--- config.mk ---
export PLATFORM = sky130hd
export DESIGN_NAME = cache_controller_flat
export DESIGN_NICKNAME = d
export VERILOG_FILES = /design/src/rtl/cache_ctrl_pkg.sv /design/src/rtl/cache_controller_if.sv /design/src/rtl/cache_lru_update.sv /design/src/rtl/cache_controller.sv /design/src/flat_wrapper.sv
export SDC_FILE = /design/constraint.sdc
export NUM_CORES = 1
export LEC_CHECK = 0
export ABC_AREA = 1
export CORE_ASPECT_RATIO = 2
export CORE_MARGIN = 4
export CORE_UTILIZATION = 40
export CTS_CLUSTER_SIZE = 24
export DETAILED_ROUTE_END_ITERATION = 10
export GPL_TIMING_DRIVEN = 0
export PLACE_DENSITY = 0.83
export SYNTH_ARGS = -nofsm -noshare
export SYNTH_HDL_FRONTEND = slang
export SYNTH_SLANG_ARGS = --single-unit
--- constraint.sdc ---
create_clock -name clk -period 5.56 [get_ports clk]
set_input_delay 0.834 -clock clk [delete_from_list [all_inputs] [get_ports clk]]
set_output_delay 0.834 -clock clk [all_outputs]
set_load 0.05 [all_outputs]
--- src/rtl/cache_ctrl_pkg.sv ---
// Shared types and default geometry for the 4-way cache sequencing controller.
package cache_ctrl_pkg;

    localparam int CACHE_WAYS  = 4;
    localparam int CACHE_AGE_W = 2;

    typedef enum logic [2:0] {
        IDLE,
        LOOKUP,
        EVAL,
        MEM_RD,
        FILL,
        CWRITE,
        MEM_WR,
        RESP
    } state_t;

endpackage

--- src/rtl/cache_controller_if.sv ---
// CPU-side request/response bus of the cache controller (CPU is master).
interface cache_controller_if #(
    parameter int ADDR_W = 32,
    parameter int DATA_W = 8
);
    logic              cpu_req;
    logic              cpu_we;
    logic [ADDR_W-1:0] cpu_addr;
    logic [DATA_W-1:0] cpu_wdata;
    logic              cpu_ready;
    logic              cpu_done;
    logic [DATA_W-1:0] cpu_rdata;

    modport master (
        output cpu_req, cpu_we, cpu_addr, cpu_wdata,
        input  cpu_ready, cpu_done, cpu_rdata
    );

    modport slave (
        input  cpu_req, cpu_we, cpu_addr, cpu_wdata,
        output cpu_ready, cpu_done, cpu_rdata
    );
endinterface

--- src/rtl/cache_lru_update.sv ---
// Combinational LRU helper: age update vectors for a target way and the victim way.
module cache_lru_update
    import cache_ctrl_pkg::*;
#(
    parameter int WAYS  = CACHE_WAYS,
    parameter int AGE_W = CACHE_AGE_W,
    parameter int IDX_W = 2
) (
    input  logic [WAYS*AGE_W-1:0] ages,
    input  logic [IDX_W-1:0]      way,
    output logic [WAYS-1:0]       reset_age,
    output logic [WAYS-1:0]       increment_age,
    output logic [IDX_W-1:0]      victim
);

    logic [AGE_W-1:0] max_age;
    logic [AGE_W-1:0] tgt_age;

    // Victim depends only on ages so the target-way mux upstream has no loop.
    always_comb begin
        max_age = ages[AGE_W-1:0];
        victim  = '0;
        for (int i = 1; i < WAYS; i++) begin
            if (ages[i*AGE_W +: AGE_W] > max_age) begin
                max_age = ages[i*AGE_W +: AGE_W];
                victim  = IDX_W'(i);
            end
        end
    end

    always_comb begin
        reset_age     = '0;
        increment_age = '0;
        tgt_age       = ages[way*AGE_W +: AGE_W];
        for (int i = 0; i < WAYS; i++) begin
            if (i == int'(way))
                reset_age[i] = 1'b1;
            else if (ages[i*AGE_W +: AGE_W] < tgt_age)
                increment_age[i] = 1'b1;
        end
    end

endmodule

--- src/rtl/cache_controller.sv ---
// Write-through / write-allocate sequencing controller for a 4-way cache.
// Optional hit/miss counters are built when CACHE_CTRL_STATS_EN is defined.
module cache_controller
    import cache_ctrl_pkg::*;
#(
    parameter int ADDR_W = 32,
    parameter int DATA_W = 8,
    parameter int WAYS   = CACHE_WAYS,
    parameter int AGE_W  = CACHE_AGE_W
) (
    input  logic                   clk,
    input  logic                   rst,
`ifdef CACHE_CTRL_STATS_EN
    output logic [15:0]            hit_cnt,
    output logic [15:0]            miss_cnt,
`endif
    cache_controller_if.slave      cpu,
    output logic [ADDR_W-1:0]      address_word,
    output logic                   try_read,
    output logic                   try_write,
    output logic [DATA_W-1:0]      write_data,
    output logic [WAYS-1:0]        reset_age,
    output logic [WAYS-1:0]        increment_age,
    input  logic [DATA_W-1:0]      data,
    input  logic [WAYS*AGE_W-1:0]  ages,
    input  logic                   hit_miss,
    input  logic [WAYS-1:0]        hit_miss_set,
    output logic                   mem_req,
    output logic                   mem_we,
    output logic [ADDR_W-1:0]      mem_addr,
    output logic [DATA_W-1:0]      mem_wdata,
    input  logic                   mem_ack,
    input  logic [DATA_W-1:0]      mem_rdata
);

    localparam int IDX_W = (WAYS > 1) ? $clog2(WAYS) : 1;

    state_t state, state_nxt;

    logic [ADDR_W-1:0]     addr_p0;
    logic                  we_p0;
    logic [DATA_W-1:0]     wdata_p0;
    logic                  hit_p1;
    logic [IDX_W-1:0]      hit_way_p1;
    logic [WAYS*AGE_W-1:0] ages_p1;
    logic [DATA_W-1:0]     rdata_p1;

    logic [IDX_W-1:0]      hit_way, victim, tgt_way;
    logic [WAYS*AGE_W-1:0] lru_ages;
    logic [WAYS-1:0]       lru_reset, lru_inc;
    logic                  upd_en;

    function automatic logic [IDX_W-1:0] lowest_set(input logic [WAYS-1:0] v);
        lowest_set = '0;
        for (int i = WAYS - 1; i >= 0; i--)
            if (v[i]) lowest_set = IDX_W'(i);
    endfunction

    always_ff @(posedge clk or posedge rst) begin
        if (rst) state <= IDLE;
        else     state <= state_nxt;
    end

    always_comb begin
        state_nxt = state;
        case (state)
            IDLE:    if (cpu.cpu_req) state_nxt = LOOKUP;
            LOOKUP:  state_nxt = EVAL;
            EVAL: begin
                if (we_p0)         state_nxt = CWRITE;
                else if (hit_miss) state_nxt = RESP;
                else               state_nxt = MEM_RD;
            end
            MEM_RD:  if (mem_ack) state_nxt = FILL;
            FILL:    state_nxt = RESP;
            CWRITE:  state_nxt = MEM_WR;
            MEM_WR:  if (mem_ack) state_nxt = RESP;
            RESP:    state_nxt = IDLE;
            default: state_nxt = IDLE;
        endcase
    end

    // Request latch at accept, lookup results sampled in EVAL for CWRITE/FILL.
    always_ff @(posedge clk) begin
        if (state == IDLE && cpu.cpu_req) begin
            addr_p0  <= cpu.cpu_addr;
            we_p0    <= cpu.cpu_we;
            wdata_p0 <= cpu.cpu_wdata;
        end
        if (state == EVAL) begin
            hit_p1     <= hit_miss;
            hit_way_p1 <= hit_way;
            ages_p1    <= ages;
        end
    end

    always_ff @(posedge clk or posedge rst) begin
        if (rst)
            rdata_p1 <= '0;
        else if (state == EVAL && !we_p0 && hit_miss)
            rdata_p1 <= data;
        else if (state == MEM_RD && mem_ack)
            rdata_p1 <= mem_rdata;
    end

    assign hit_way  = lowest_set(hit_miss_set);
    assign lru_ages = (state == EVAL) ? ages : ages_p1;

    always_comb begin
        tgt_way = victim;
        if (state == EVAL)
            tgt_way = hit_way;
        else if (state == CWRITE && hit_p1)
            tgt_way = hit_way_p1;
    end

    cache_lru_update #(
        .WAYS  (WAYS),
        .AGE_W (AGE_W),
        .IDX_W (IDX_W)
    ) u_lru (
        .ages          (lru_ages),
        .way           (tgt_way),
        .reset_age     (lru_reset),
        .increment_age (lru_inc),
        .victim        (victim)
    );

    always_comb begin
        cpu.cpu_ready = (state == IDLE);
        cpu.cpu_done  = (state == RESP);
        cpu.cpu_rdata = rdata_p1;
        try_read      = (state == LOOKUP);
        try_write     = (state == FILL) || (state == CWRITE);
        write_data    = '0;
        if (state == FILL)
            write_data = rdata_p1;
        else if (state == CWRITE)
            write_data = wdata_p0;
        upd_en        = ((state == EVAL) && !we_p0 && hit_miss) ||
                        (state == FILL) || (state == CWRITE);
        reset_age     = upd_en ? lru_reset : '0;
        increment_age = upd_en ? lru_inc   : '0;
        mem_req       = (state == MEM_RD) || (state == MEM_WR);
        mem_we        = (state == MEM_WR);
        mem_wdata     = (state == MEM_WR) ? wdata_p0 : '0;
        address_word  = (state != IDLE) ? addr_p0 : '0;
        mem_addr      = (state != IDLE) ? addr_p0 : '0;
    end

`ifdef CACHE_CTRL_STATS_EN
    function automatic logic [15:0] sat_inc(input logic [15:0] v);
        return (v == 16'hFFFF) ? v : v + 16'd1;
    endfunction

    always_ff @(posedge clk or posedge rst) begin
        if (rst) begin
            hit_cnt  <= '0;
            miss_cnt <= '0;
        end else if (state == EVAL) begin
            if (hit_miss) hit_cnt  <= sat_inc(hit_cnt);
            else          miss_cnt <= sat_inc(miss_cnt);
        end
    end
`endif

endmodule

--- src/flat_wrapper.sv ---
// flat-port wrapper written by rule: the top's interface ports become plain ports
module cache_controller_flat import cache_ctrl_pkg::*;
#(
    parameter int ADDR_W = 32,
    parameter int DATA_W = 8,
    parameter int WAYS   = CACHE_WAYS,
    parameter int AGE_W  = CACHE_AGE_W
)
  (clk, rst, address_word, try_read, try_write, write_data, reset_age, increment_age, data, ages, hit_miss, hit_miss_set, mem_req, mem_we, mem_addr, mem_wdata, mem_ack, mem_rdata, cpu_cpu_req, cpu_cpu_we, cpu_cpu_addr, cpu_cpu_wdata, cpu_cpu_ready, cpu_cpu_done, cpu_cpu_rdata);
  cache_controller_if #(.ADDR_W(ADDR_W), .DATA_W(DATA_W)) cpu_i ();
  input  logic clk;
  input  logic rst;
  output logic [ADDR_W-1:0] address_word;
  output logic try_read;
  output logic try_write;
  output logic [DATA_W-1:0] write_data;
  output logic [WAYS-1:0] reset_age;
  output logic [WAYS-1:0] increment_age;
  input  logic [DATA_W-1:0] data;
  input  logic [WAYS*AGE_W-1:0] ages;
  input  logic hit_miss;
  input  logic [WAYS-1:0] hit_miss_set;
  output logic mem_req;
  output logic mem_we;
  output logic [ADDR_W-1:0] mem_addr;
  output logic [DATA_W-1:0] mem_wdata;
  input  logic mem_ack;
  input  logic [DATA_W-1:0] mem_rdata;
  input wire logic [$bits(cpu_i.cpu_req)-1:0] cpu_cpu_req;
  input wire logic [$bits(cpu_i.cpu_we)-1:0] cpu_cpu_we;
  input wire logic [$bits(cpu_i.cpu_addr)-1:0] cpu_cpu_addr;
  input wire logic [$bits(cpu_i.cpu_wdata)-1:0] cpu_cpu_wdata;
  output wire logic [$bits(cpu_i.cpu_ready)-1:0] cpu_cpu_ready;
  output wire logic [$bits(cpu_i.cpu_done)-1:0] cpu_cpu_done;
  output wire logic [$bits(cpu_i.cpu_rdata)-1:0] cpu_cpu_rdata;
  assign cpu_i.cpu_req = cpu_cpu_req;
  assign cpu_i.cpu_we = cpu_cpu_we;
  assign cpu_i.cpu_addr = cpu_cpu_addr;
  assign cpu_i.cpu_wdata = cpu_cpu_wdata;
  assign cpu_cpu_ready = cpu_i.cpu_ready;
  assign cpu_cpu_done = cpu_i.cpu_done;
  assign cpu_cpu_rdata = cpu_i.cpu_rdata;
  cache_controller #(.ADDR_W(ADDR_W), .DATA_W(DATA_W), .WAYS(WAYS), .AGE_W(AGE_W)) u_core (.clk(clk), .rst(rst), .cpu(cpu_i), .address_word(address_word), .try_read(try_read), .try_write(try_write), .write_data(write_data), .reset_age(reset_age), .increment_age(increment_age), .data(data), .ages(ages), .hit_miss(hit_miss), .hit_miss_set(hit_miss_set), .mem_req(mem_req), .mem_we(mem_we), .mem_addr(mem_addr), .mem_wdata(mem_wdata), .mem_ack(mem_ack), .mem_rdata(mem_rdata));
endmodule
==> results of run 1 <==
## per-stage QoR
stage               setup TNS, ns  instances  setup slack, ns  hold slack, ns  utilization
finish                          0        701           0.1867          0.4924       0.6874
detailed placement         -5.692        675          -0.8868          0.4618       0.6323
global placement           -5.151        674          -0.7979          0.4507       0.6282
floorplan                       0        399           0.1746          0.4395            -
global route              -0.2698        701         -0.07561          0.5074       0.6874
CTS                      -0.05122        700         -0.02839          0.4705       0.6780
## what timing repair did
item                                   CTS  global route
setup endpoints to repair                8             8
pin swaps                                7            13
setup buffers                            9             1
endpoints found under the hold margin    0             0
resized for setup                       52            17
## flip-flops by register name, summed over array words and instances (netlist names)
register              cells
u_core.cpu.cpu_rdata      8
u_core.hit_way_p1         2
u_core.hit_p1             1
u_core.addr_p0           32
u_core.wdata_p0           8
u_core.state              3
u_core.we_p0              1
u_core.ages_p1            8
## metal layers
layer,wire (um),share of wire,vias up,GRT usage
li1,-,-,1648,-
met1,3455,0.32,1571,0.1971
met2,6225,0.57,155,0.3923
met3,690,0.063,36,0.05068
met4,511,0.047,0,0.1079
met5,0,0,-,0
## logic make-up (layout without fill, tap and decap cells)
kind of cell | count (synthesis) | count (layout)
AOI/OAI and AO/OA | 50 | 50
adders and majority gates | 7 | 7
buffers and inverters | 123 | 325
DFF | 63 | 63
and+or+nand+nor | 156 | 156
## worst min-delay path by stage
stage	startpoint	to	slack, ns
3_5_place_dp	u_core.ages_p1[2]	u_core.ages_p1[2]	0.46
6_report	u_core.ages_p1[2]	u_core.ages_p1[2]	0.49
4_1_cts	u_core.ages_p1[2]	u_core.ages_p1[2]	0.47
3_3_place_gp	u_core.ages_p1[2]	u_core.ages_p1[2]	0.45
5_1_grt	u_core.ages_p1[2]	u_core.ages_p1[2]	0.51
2_1_floorplan	u_core.ages_p1[2]	u_core.ages_p1[2]	0.44
## area by class of cell
type | instances | area share
Sequential cell | 63 | 0.2976
Timing Repair Buffer | 186 | 0.3145
Tap cell | 100 | 0.02120
Inverter | 84 | 0.05447
Multi-Input combinational cell | 213 | 0.2132
Clock inverter | 7 | 0.01229
Buffer | 39 | 0.04854
Clock buffer | 9 | 0.03815
## worst max-delay path: cells and delay by family
family                     cells  cell delay (ns)
AOI/OAI and AO/OA              6             0.79
and+or+nand+nor               11             0.78
buffers and inverters         11             1.56
adders and majority gates      2             0.56
## cells in the final DEF (no fill, tap or decap), drive strengths merged, types with 10 or more instances in the layout
cell / count
a21oi: 13
clkdlybuf4s50: 166
inv: 81
buf: 54
o21ai: 25
nand3: 31
nand2: 45
edfxtp: 44
dfrtp: 11
nor2: 67
clkbuf: 10
==> summary.txt, run 1 <==
Worst setup path
  – Setup CP Type: in2out
  – Worst R2R Path Depth: 5
  – Crit path launch type: input pin
  – Max incr delay on CP: 0.47 ns
  – Critical path arrival: 4.54 ns
  – Critical Path Sink Type: output port
  – Worst path slowest cell: clkdlybuf4s50_1
  – Critical Path RT: 4.73 ns
  – R2R setup slack: 3.20 ns
  – Critical R2R Launch: u_core.state[1]
  – Worst setup path endpoint: increment_age[2]
  – CP Max Fanout: 6
  – Critical path origin: ages[1]
  – Worst r2r dst: u_core.addr_p0[22]

Synth
  – Largest family of logic cells by synthesized area: simple AND/OR/NAND/NOR gates
  – Post-Syn Area per Cell: 8.818 um2
  – Mapped Area: 3518 um2
  – Flops & latches, synth: 63
  – Xor/xnor share of the synthesized area: 0
  – Async SR Flop Fraction: 0.1746
  – Dominant cells by area after synthesis: edfxtp_1 38%, dfrtp_1 7.8%, inv_1 7.6%
  – Compound-Gate Fraction of Synth Area: 0.09104
  – Synth warnings: 0
  – Post-synth top area share: 0.3755
  – Most common cell in the netlist: inv_1
  – Post-synth EDFFs: 44
  – Synth Area in Adders: 0.02489
  – Top cells by count, synth: 71 x inv_1, 65 x nor2_1, 44 x edfxtp_1, 33 x buf_4, 33 x nand2_1
  – Main flop type after synthesis: edfxtp_1
  – Mux share of post-synthesis cell area: 0
  – Post-Synthesis Cells: 399
  – Post-synth net total: 480
  – Sequential fraction of the synthesis area: 0.4993
  – Post-synthesis simple-gate area fraction: 0.2127
  – Distinct cells, synth: 38
  – Largest area contributor in the netlist: edfxtp_1

Drt
  – Post-DR vias/cell: 4.864
  – DR vias: 3410
  – Wire per inst: 15.52 um
  – Drt first pass iters: 5
  – ANT nets after route: 0
  – 1st-iter DRT viols: 122
  – DRC Markers: 0
  – Final Routed Wirelength: 10880 um

Flow run
  – Max Cap Viol: 0

Timing
  – Max Clock Freq: 0.1861 GHz
  – Period utilization: 0.9664
  – Final hold violation count: 0
  – Worst slew pin tran: 0.6267 ns
  – Clock Skews: 0.007600 ns
  – Period minus WS final: 5.373 ns
  – Slew margin rel.: 0.5806
  – Final setup violation count: 0
  – Slew Viols, Final: 0

Global route
  – Grt ovf: 0
  – All-Layer GR Usage: 0.2085
  – Vias in the first global route: 3396
  – First-pass GRT wire length: 16440 um
  – Initial antenna violation count: 0
  – Largest net degree at the start of global routing: 24

Placed design
  – Dpl cell area: 5430 um2
  – Number of buffers added on ports: 175
  – GP Congestion: 0.9415
  – DP HPWL: 8561 um

Clocking
  – CTS clock-pin slew for the worst setup and hold paths: 0.06 ns
  – Maximum buffer depth of the clock tree: 2
  – Cts hold-fix bufs: 0
  – Clock Tree Root: clkbuf_16
  – CTS tree: done
  – Total CTS buffers: 9
  – Htree depth: 3
  – CTS Sinks: 63
  – Worst skew pair latency: 0.32 ns

Layout
  – Multi-input logic area: 1259 um2
  – Area Growth Syn to Fin: 67.78%
  – Layout cells sized above 1: 0.2130
  – Fillers: 662
  – Ant. Diodes: 0
  – Nets: 677
  – Finished Cell Area: 5903 um2
  – FF+latch area: 1757 um2

Floorplan
  – DIE WIDTH: 74.32 um
  – Core area: 8588 um2
  – Die area: 10450 um2
  – Initial core utilization: 0.4097
  – Die height: 140.6 um
  – Row count: 48
  – I/O pins: 176

Outcome
  – Status: finished, final reports clean

Worst hold path
  – Hold Path Cell Cnt: 2
  – Worst min path class: reg2reg
Power of run 1 is left out: the tool's default activity adds up to more than one toggle a clock period on the data nets, which glitch-free logic cannot reach.
==> run 2: changes to the inputs <==
--- a/config.mk
+++ b/config.mk
@@ -6,13 +6,16 @@
 export NUM_CORES = 1
 export LEC_CHECK = 0
 export ABC_AREA = 1
+export CAP_MARGIN = 20
 export CORE_ASPECT_RATIO = 2
 export CORE_MARGIN = 4
 export CORE_UTILIZATION = 40
 export CTS_CLUSTER_SIZE = 24
 export DETAILED_ROUTE_END_ITERATION = 10
 export GPL_TIMING_DRIVEN = 0
-export PLACE_DENSITY = 0.83
+export PLACE_DENSITY = 0.82
+export REMOVE_ABC_BUFFERS = 1
 export SYNTH_ARGS = -nofsm -noshare
 export SYNTH_HDL_FRONTEND = slang
+export SYNTH_HIERARCHICAL = 1
 export SYNTH_SLANG_ARGS = --single-unit
==> summary.txt, run 2 <==
Drt
  – Post-DR vias/cell: 4.996
  – Final Routed Wirelength: 12540 um
  – Drt first pass iters: 6
  – DRC Markers: 0
  – Wire per inst: 17.12 um
  – 1st-iter DRT viols: 250
  – DR vias: 3657
  – ANT nets after route: 0

Synth
  – Top cells by count, synth: 91 x inv_1, 81 x nand2_1, 54 x nor2_1, 44 x edfxtp_1, 32 x buf_4
  – Post-synth EDFFs: 44
  – Flops & latches, synth: 63
  – Largest area contributor in the netlist: edfxtp_1
  – Sequential fraction of the synthesis area: 0.4766
  – Post-synth top area share: 0.3585
  – Mapped Area: 3686 um2
  – Distinct cells, synth: 36
  – Most common cell in the netlist: inv_1
  – Main flop type after synthesis: edfxtp_1
  – Post-Synthesis Cells: 442
  – Post-Syn Area per Cell: 8.339 um2
  – Synth warnings: 6
  – Async SR Flop Fraction: 0.1746
  – Dominant cells by area after synthesis: edfxtp_1 36%, inv_1 9.3%, nand2_1 8.2%

Clocking
  – CTS clock-pin slew for the worst setup and hold paths: 0.05 ns
  – Worst skew pair latency: 0.32 ns
  – Maximum buffer depth of the clock tree: 2
  – CTS tree: done
  – Total CTS buffers: 9
  – Cts hold-fix bufs: 0
  – Htree depth: 3
  – Clock Tree Root: clkbuf_16
  – CTS Sinks: 63

Layout
  – Ant. Diodes: 0
  – Commonest non-fill, non-tap cell in the layout: clkdlybuf4s50_1
  – Area Growth Syn to Fin: 67.75%
  – Max reg flops: 32
  – Reg with most FFs: u_core/addr_p0
  – Nets: 712
  – Layout cells sized above 1: 0.2206
  – Most frequent cells in the layout: 165 x clkdlybuf4s50_1, 85 x inv_1, 65 x nand2_1, 47 x nor2_1, 44 x edfxtp_1

Floorplan
  – Core area: 9012 um2
  – I/O pins: 176
  – Row count: 49
  – Die area: 10910 um2
  – DIE WIDTH: 75.88 um
  – Die height: 143.8 um
  – Initial core utilization: 0.4090

Worst setup path
  – Critical Path Sink Type: output port
  – CP bufs+invs: 6
  – Setup CP Type: in2out
  – CP Max Fanout: 4
  – Max incr delay on CP: 0.46 ns
  – Critical path arrival: 4.93 ns
  – Cell family with most CP delay: simple AND/OR/NAND/NOR gates
  – Crit path top cell by count: nand2_2
  – Crit path launch type: input pin
  – Worst path slowest cell: clkdlybuf4s50_1
  – Critical Path RT: 4.73 ns

Global route
  – All-Layer GR Usage: 0.2102
  – Vias in the first global route: 3412
  – Initial antenna violation count: 0
  – Largest net degree at the start of global routing: 35
  – Grt ovf: 0
  – First-pass GRT wire length: 16830 um

Placed design
  – DP HPWL: 8480 um
  – GP Congestion: 0.9098
  – Number of buffers added on ports: 175
  – Place WS: -1.956 ns

Timing
  – Clock Skews: 0.008524 ns
  – Period minus WS final: 5.765 ns
  – Final hold violation count: 0
  – Worst slew pin tran: 0.5701 ns
  – Setup TNS: -0.8011 ns
  – Slew margin rel.: 0.6195
  – Hold Slack: 0.4781 ns
  – RSZ-0062 raised after global routing: true
  – Max Clock Freq: 0.1735 GHz
  – Final setup violation count: 5
  – Slew Viols, Final: 0
  – Setup WS post-layout: -0.2051 ns
  – Period utilization: 1.037

Outcome
  – Failing checks: setup timing
  – Status: finished with violations

Worst hold path
  – Worst min path class: reg2reg

Flow run
  – Max Cap Viol: 0
run 2: cell count changes after synthesis, sizes merged, moves of 2 or more:
cell,before,now
nand2,45,85
nor2,67,57
nor3,6,1
nand4,2,11
buf,38,44
a21oi,13,4
o21ai,25,23
inv,80,101
a2bb2oi,8,0
o21bai,0,2
clkinv,4,0
ha,7,12
run 2: path summary, 6_finish.rpt:
kind,from,to,slack [ns],cells past startpoint
min in group asynchronous,rst,u_core/cpu.cpu_rdata[2],0.81,2
max reg2reg,u_core/state[0],u_core/we_p0,3.71,5
max in group asynchronous,rst,u_core/state[1],4.39,2
min,u_core/ages_p1[6],u_core/ages_p1[6],0.48,2
max,ages[2],increment_age[3],-0.21,31
min reg2reg,u_core/ages_p1[6],u_core/ages_p1[6],0.48,2
run 2: final cells by class:
class | count | area (um2)
multi-input cells | 234 | 1508
flip-flops and latches | 63 | 1763
fillers | 700 | 2829
inverters | 101 | 406.6
clock buffers | 10 | 229.0
repair buffers | 217 | 2100
clock inverters | 5 | 50.05
well taps | 102 | 127.6
run 2: repair_timing:
item / CTS / global route
gates cloned: 1 / 0
pin swaps: 35 / 29
resized for setup: 89 / 41
buffers inserted: 31 / 11
setup endpoints to repair: 8 / 8
run 2: worst min-delay path, stage by stage, from the launching register on:
cell     delay, ns
dfxtp_1       0.31
nand2_1       0.05
nand2_1       0.08
run 2: cells by family (layout without fill, tap and decap cells):
kind of cell             count (synthesis)  after routing  synth area share
flip-flops                              63             63            0.4766
buffers and inverters                  146            333            0.1972
adder cells (fa/ha/maj)                 12             12           0.04073
AO/OA/AOI/OAI                           32             32           0.04990
AND/OR/NAND/NOR                        189            190            0.2356
run 2: through the flow:
stage	utilization	std cells	cell area, um2
2_1_floorplan	-	397	3341
3_3_place_gp	0.5792	674	5220
3_5_place_dp	0.5823	675	5248
4_1_cts	0.6594	722	5943
5_1_grt	0.6861	732	6183
6_report	0.6861	732	6183
run 2: per-layer routing:
layer,share of wire,GRT usage,up-vias,wire [um]
met3,0.095,0.05182,49,1197
li1,-,-,1711,-
met4,0.048,0.1226,0,604
met2,0.54,0.3879,235,6799
met5,0,0,-,0
met1,0.31,0.1968,1662,3933
Power of run 2 is left out for the same reason.
==> run 3: changes to the inputs <==
--- a/config.mk
+++ b/config.mk
@@ -10,6 +10,7 @@
 export CORE_ASPECT_RATIO = 2
 export CORE_MARGIN = 4
 export CORE_UTILIZATION = 40
+export CTS_CLUSTER_DIAMETER = 30
 export CTS_CLUSTER_SIZE = 24
 export DETAILED_ROUTE_END_ITERATION = 10
 export GPL_TIMING_DRIVEN = 0
==> results of run 3 <==
Same layout as run 2: the final DEF is identical, and so are final timing and power.
Power of run 3 is left out for the same reason.
==> RTL edit 1 (settings of run 3) <==
The package constant `CACHE_AGE_W` goes from 2 to 4.
--- a/src/rtl/cache_ctrl_pkg.sv
+++ b/src/rtl/cache_ctrl_pkg.sv
@@ -2,7 +2,7 @@
 package cache_ctrl_pkg;
 
     localparam int CACHE_WAYS  = 4;
-    localparam int CACHE_AGE_W = 2;
+    localparam int CACHE_AGE_W = 4;
 
     typedef enum logic [2:0] {
         IDLE,
Interface: changed (resized ages); port bits go from 176 to 184. No check against the original RTL was run, so the function may have changed too.
==> RTL edit 1 against run 3 <==
  * The run still ends with negative setup slack left
  * Worst hold slack improved by 15 ps
  * Via count rose by 24%
  * Die area rose by 15%
  * Sequential share of layout area fell by 2.0 points
  * Final area rose by 17%
  * Count of clock-buffer cells in the layout fell by 1
  * First-iteration DRC count rose by 42%
  * Clock skew fell by 1.9 ps
  * Area after synthesis rose by 16%
  * Global-route usage rose by 5.8 points
  * Sequential cell count rose by 8
  * Worst setup slack got worse by 1100 ps
  * Routed wire length rose by 33%
  * Critical endpoint is now increment_age[0]
Power is not shown: default switching activity piles up to over one toggle a cycle in this logic, so the estimate is an artifact.
==> RTL edit 1: results (changes against run 3) <==
ROUTING
---------------------------------------------------------------------
Total routed wire length on the met1 layer                    5.11 mm   +30%
Met2 WL post-DR                                               8.51 mm   +25%
Post-DR wirelength/cell                                       19.0 um   +11%
Metal3 WL                                                     1.73 mm   +45%
Via density                                                      5.16   +3.2%

TIMING
---------------------------------------------------------------------
Setup_tns                                                    -8200 ps   -7400 ps
Final Worst Setup Slack                                      -1340 ps   -1140 ps
Clock skew                                                    6.63 ps   -1.89 ps
Worst Hold Margin                                              493 ps   +14.8 ps
Final setup viols                                                   8   +3

SYNTHESIS
---------------------------------------------------------------------
Number of unique standard cell types used by synthesis             29   -19%
Fraction of registers with async set/reset                      0.155   -0.0197

PLACED DESIGN
---------------------------------------------------------------------
Port Buffer Count                                                 183   +4.6%
Routability-driven placement congestion ratio                   0.925   +1.6%
Placed cell area                                             6000 um2   +14%
Minimum setup slack after placement                          -3190 ps   -1230 ps
Placed Cells                                                      818   +21%

WORST SETUP PATH
---------------------------------------------------------------------
Arrival time of the worst setup path                          6070 ps   +1140 ps
Register-to-register setup slack                              3290 ps   -420 ps
R2R depth                                                           7   +2
Reg2Reg Capture Point                                    u_core/state[0]
Cell at the slowest stage of the critical path           sky130_fd_sc_hd__dfrtp_2

OUTCOME
---------------------------------------------------------------------
Violations in the final reports                          negative setup slack
Run status                                               finished with violations

GLOBAL ROUTE
---------------------------------------------------------------------
Met3 GRT Util                                                  0.0787   +0.0269
Number of global-route vias before repair                        4822   +41%

MIN PATH
---------------------------------------------------------------------
End point of the most critical hold path                 u_core/ages_p1[4]

FINISH
---------------------------------------------------------------------
Total number of nets in the final design                          844   +19%
Final Instance Count excl. Fillers                                880   +20%

-- RTL edit 1: cell count changes after synthesis, sizes merged, moves of 5 or more --
cell and change:
nand2 +49, ha +12, dfxtp +8, inv +7, nand3 +7, a21oi +5
-- RTL edit 1: cells by family (layout without fill, tap and decap cells) --
kind of cell / after synthesis / after routing / share of synthesized area
AO/OA/AOI/OAI: 44 / 44 / 0.0615
flip-flops: 71 / 71 / 0.447
AND/OR/NAND/NOR: 249 / 251 / 0.251
adder cells (fa/ha/maj): 24 / 24 / 0.0700
buffers and inverters: 155 / 353 / 0.171
-- RTL edit 1: area by class of cell --
class                   count  area (um2)  area share
clock buffers               9         225      0.0311
clock inverters             7         120      0.0166
inverters                 109         432      0.0596
multi-input cells         319        2090       0.288
flip-flops and latches     71        1920       0.265
well taps                 137         171      0.0237
repair buffers            228        2290       0.316
-- RTL edit 1: timing repair --
action / in CTS / in global routing
endpoints found under the setup margin: 8 / 8
cloned: 3 / 0
gates resized for setup: 182 / 15
buffers inserted: 41 / 3
pin swaps: 51 / 12
==> RTL edit 2 (config.mk and constraints of run 3) <==
Without the edit above. Encoding of `state_t`: now one-hot (8 bits for 8 states).
--- a/src/rtl/cache_ctrl_pkg.sv
+++ b/src/rtl/cache_ctrl_pkg.sv
@@ -4,15 +4,15 @@
     localparam int CACHE_WAYS  = 4;
     localparam int CACHE_AGE_W = 2;
 
-    typedef enum logic [2:0] {
-        IDLE,
-        LOOKUP,
-        EVAL,
-        MEM_RD,
-        FILL,
-        CWRITE,
-        MEM_WR,
-        RESP
+    typedef enum logic [7:0] {
+        IDLE   = 8'b00000001,
+        LOOKUP = 8'b00000010,
+        EVAL   = 8'b00000100,
+        MEM_RD = 8'b00001000,
+        FILL   = 8'b00010000,
+        CWRITE = 8'b00100000,
+        MEM_WR = 8'b01000000,
+        RESP   = 8'b10000000
     } state_t;
 
 endpackage
Check against the original RTL: same outputs for any inputs over 10 cycles, from zero or initial values and one cycle with rst high; not proved beyond that.
==> RTL edit 2 against run 3 <==
  * The run still ends with negative setup slack left
  * Final area grew 2.9%
  * Clock skew shrank 0.57 ps
  * Critical path depth grew 4
  * Via count grew 6.2%
  * Area after synthesis grew 0.61%
  * Sequential share of layout area grew 1.1 points
  * Count of clock-buffer cells in the layout grew 2
  * Routed wire length grew 12%
  * Critical endpoint is now increment_age[0]
  * Worst setup slack lost 190 ps
  * Sequential cell count grew 5
  * Worst hold slack gained 32 ps
Power is left out: the tool's default activity adds up to more than one toggle a clock period on the data nets, which glitch-free logic cannot reach.
==> RTL edit 2: results (changes against run 3) <==
SYNTHESIS
-------------------------------------------------------------------------------------------
Fraction of registers with async set/reset                                            0.235   +0.0607
Post-synthesis sequential area ratio                                                  0.508   +0.0312
Leading cell types by total area after synthesis                               sky130_fd_sc_hd__edfxtp_1, sky130_fd_sc_hd__dfrtp_1, sky130_fd_sc_hd__nand2_1, sky130_fd_sc_hd__inv_1, sky130_fd_sc_hd__nor2_1
Number of unique standard cell types used by synthesis                                   31   -14%
Cells after Synth                                                                       450   +1.8%
Top post-synthesis cells by count                                              sky130_fd_sc_hd__nand2_1, sky130_fd_sc_hd__inv_1, sky130_fd_sc_hd__nor2_1, sky130_fd_sc_hd__edfxtp_1, sky130_fd_sc_hd__buf_4

GLOBAL ROUTE
-------------------------------------------------------------------------------------------
Maximum number of pins on one net before global-route repair                             39   +11%
Total track usage                                                                     0.217   +0.00710
Number of global-route vias before repair                                              3717   +8.9%

OUTCOME
-------------------------------------------------------------------------------------------
Violations in the final reports                                                negative setup slack
Run status                                                                     finished with violations

PLACED DESIGN
-------------------------------------------------------------------------------------------
Placed cell area                                                                   5320 um2   +1.4%
Routability-driven placement congestion ratio                                         0.883   -3.0%
Minimum setup slack after placement                                                -1420 ps   +535 ps
Placed Cells                                                                            687   +1.8%

ROUTING
-------------------------------------------------------------------------------------------
Number of design-rule violations left by the first detailed-router iteration            242   -3.2%
Metal3 WL                                                                            912 um   -24%
Total routed wire length on the met1 layer                                          4.62 mm   +17%
Met2 WL post-DR                                                                     7.51 mm   +11%
Via density                                                                            5.15   +3.1%
Total number of vias                                                                   3882   +6.2%

TIMING
-------------------------------------------------------------------------------------------
Clock skew                                                                          7.95 ps   -0.570 ps
Final Worst Setup Slack                                                             -392 ps   -187 ps
Slew at the pin closest to its max-slew limit                                        942 ps   +372 ps
Final setup viols                                                                         6   +1

FINISH
-------------------------------------------------------------------------------------------
Total number of nets in the final design                                                733   +2.9%
Ratio of cells with drive above 1 in the final layout                                 0.222   +0.00176

WORST SETUP PATH
-------------------------------------------------------------------------------------------
Worst-path fanout max                                                                     6   +2
Cell at the slowest stage of the critical path                                 sky130_fd_sc_hd__dfrtp_1

-- RTL edit 2: layout make-up --
| class | instances | area (um2) |
|---|---|---|
| repair buffers | 227 | 2180 |
| clock inverters | 4 | 52.6 |
| well taps | 102 | 128 |
| clock buffers | 12 | 278 |
| flip-flops and latches | 68 | 1880 |
| multi-input cells | 249 | 1470 |
| fillers | 613 | 2650 |
| inverters | 92 | 375 |
-- RTL edit 2: cell families after synthesis --
| logic type | share of synthesized area |
|---|---|
| AO/OA/AOI/OAI | 0.0418 |
| flip-flops | 0.508 |
| AND/OR/NAND/NOR | 0.237 |
| buffers and inverters | 0.173 |
| adder cells (fa/ha/maj) | 0.0405 |
-- RTL edit 2: layer usage --
metal | global-route usage | vias up
met4 | 0.159 | 0
met3 | 0.0436 | 80
met1 | 0.200 | 1801
li1 | - | 1742
met5 | 0 | -
met2 | 0.414 | 259
-- RTL edit 2: final timing paths --
check                                               end  cells after the start  slack [ps]         startpoint
worst max register to register          u_core/state[7]                     10        3660    u_core/state[0]
worst min-delay path                  u_core/ages_p1[6]                      2         510  u_core/ages_p1[6]
max in group asynchronous       u_core/cpu.cpu_rdata[6]                      2        4240                rst
worst max-delay path                   increment_age[0]                     35        -390    u_core/state[3]
min in group asynchronous               u_core/state[1]                      2         900                rst
worst min register to register        u_core/ages_p1[6]                      2         510  u_core/ages_p1[6]
-- RTL edit 2: critical path, delay by kind of cell, from the launching register on --
family	cells	cell delay, ps
compound gates	8	1240
fa+ha+maj	4	880
buf+inv	8	670
flops	1	400
simple gates	15	1610
-- RTL edit 2: timing repair --
action,in CTS,in global routing
resized for setup,72,51
buffers inserted,41,11
pin swaps,32,39
setup endpoints to repair,8,8
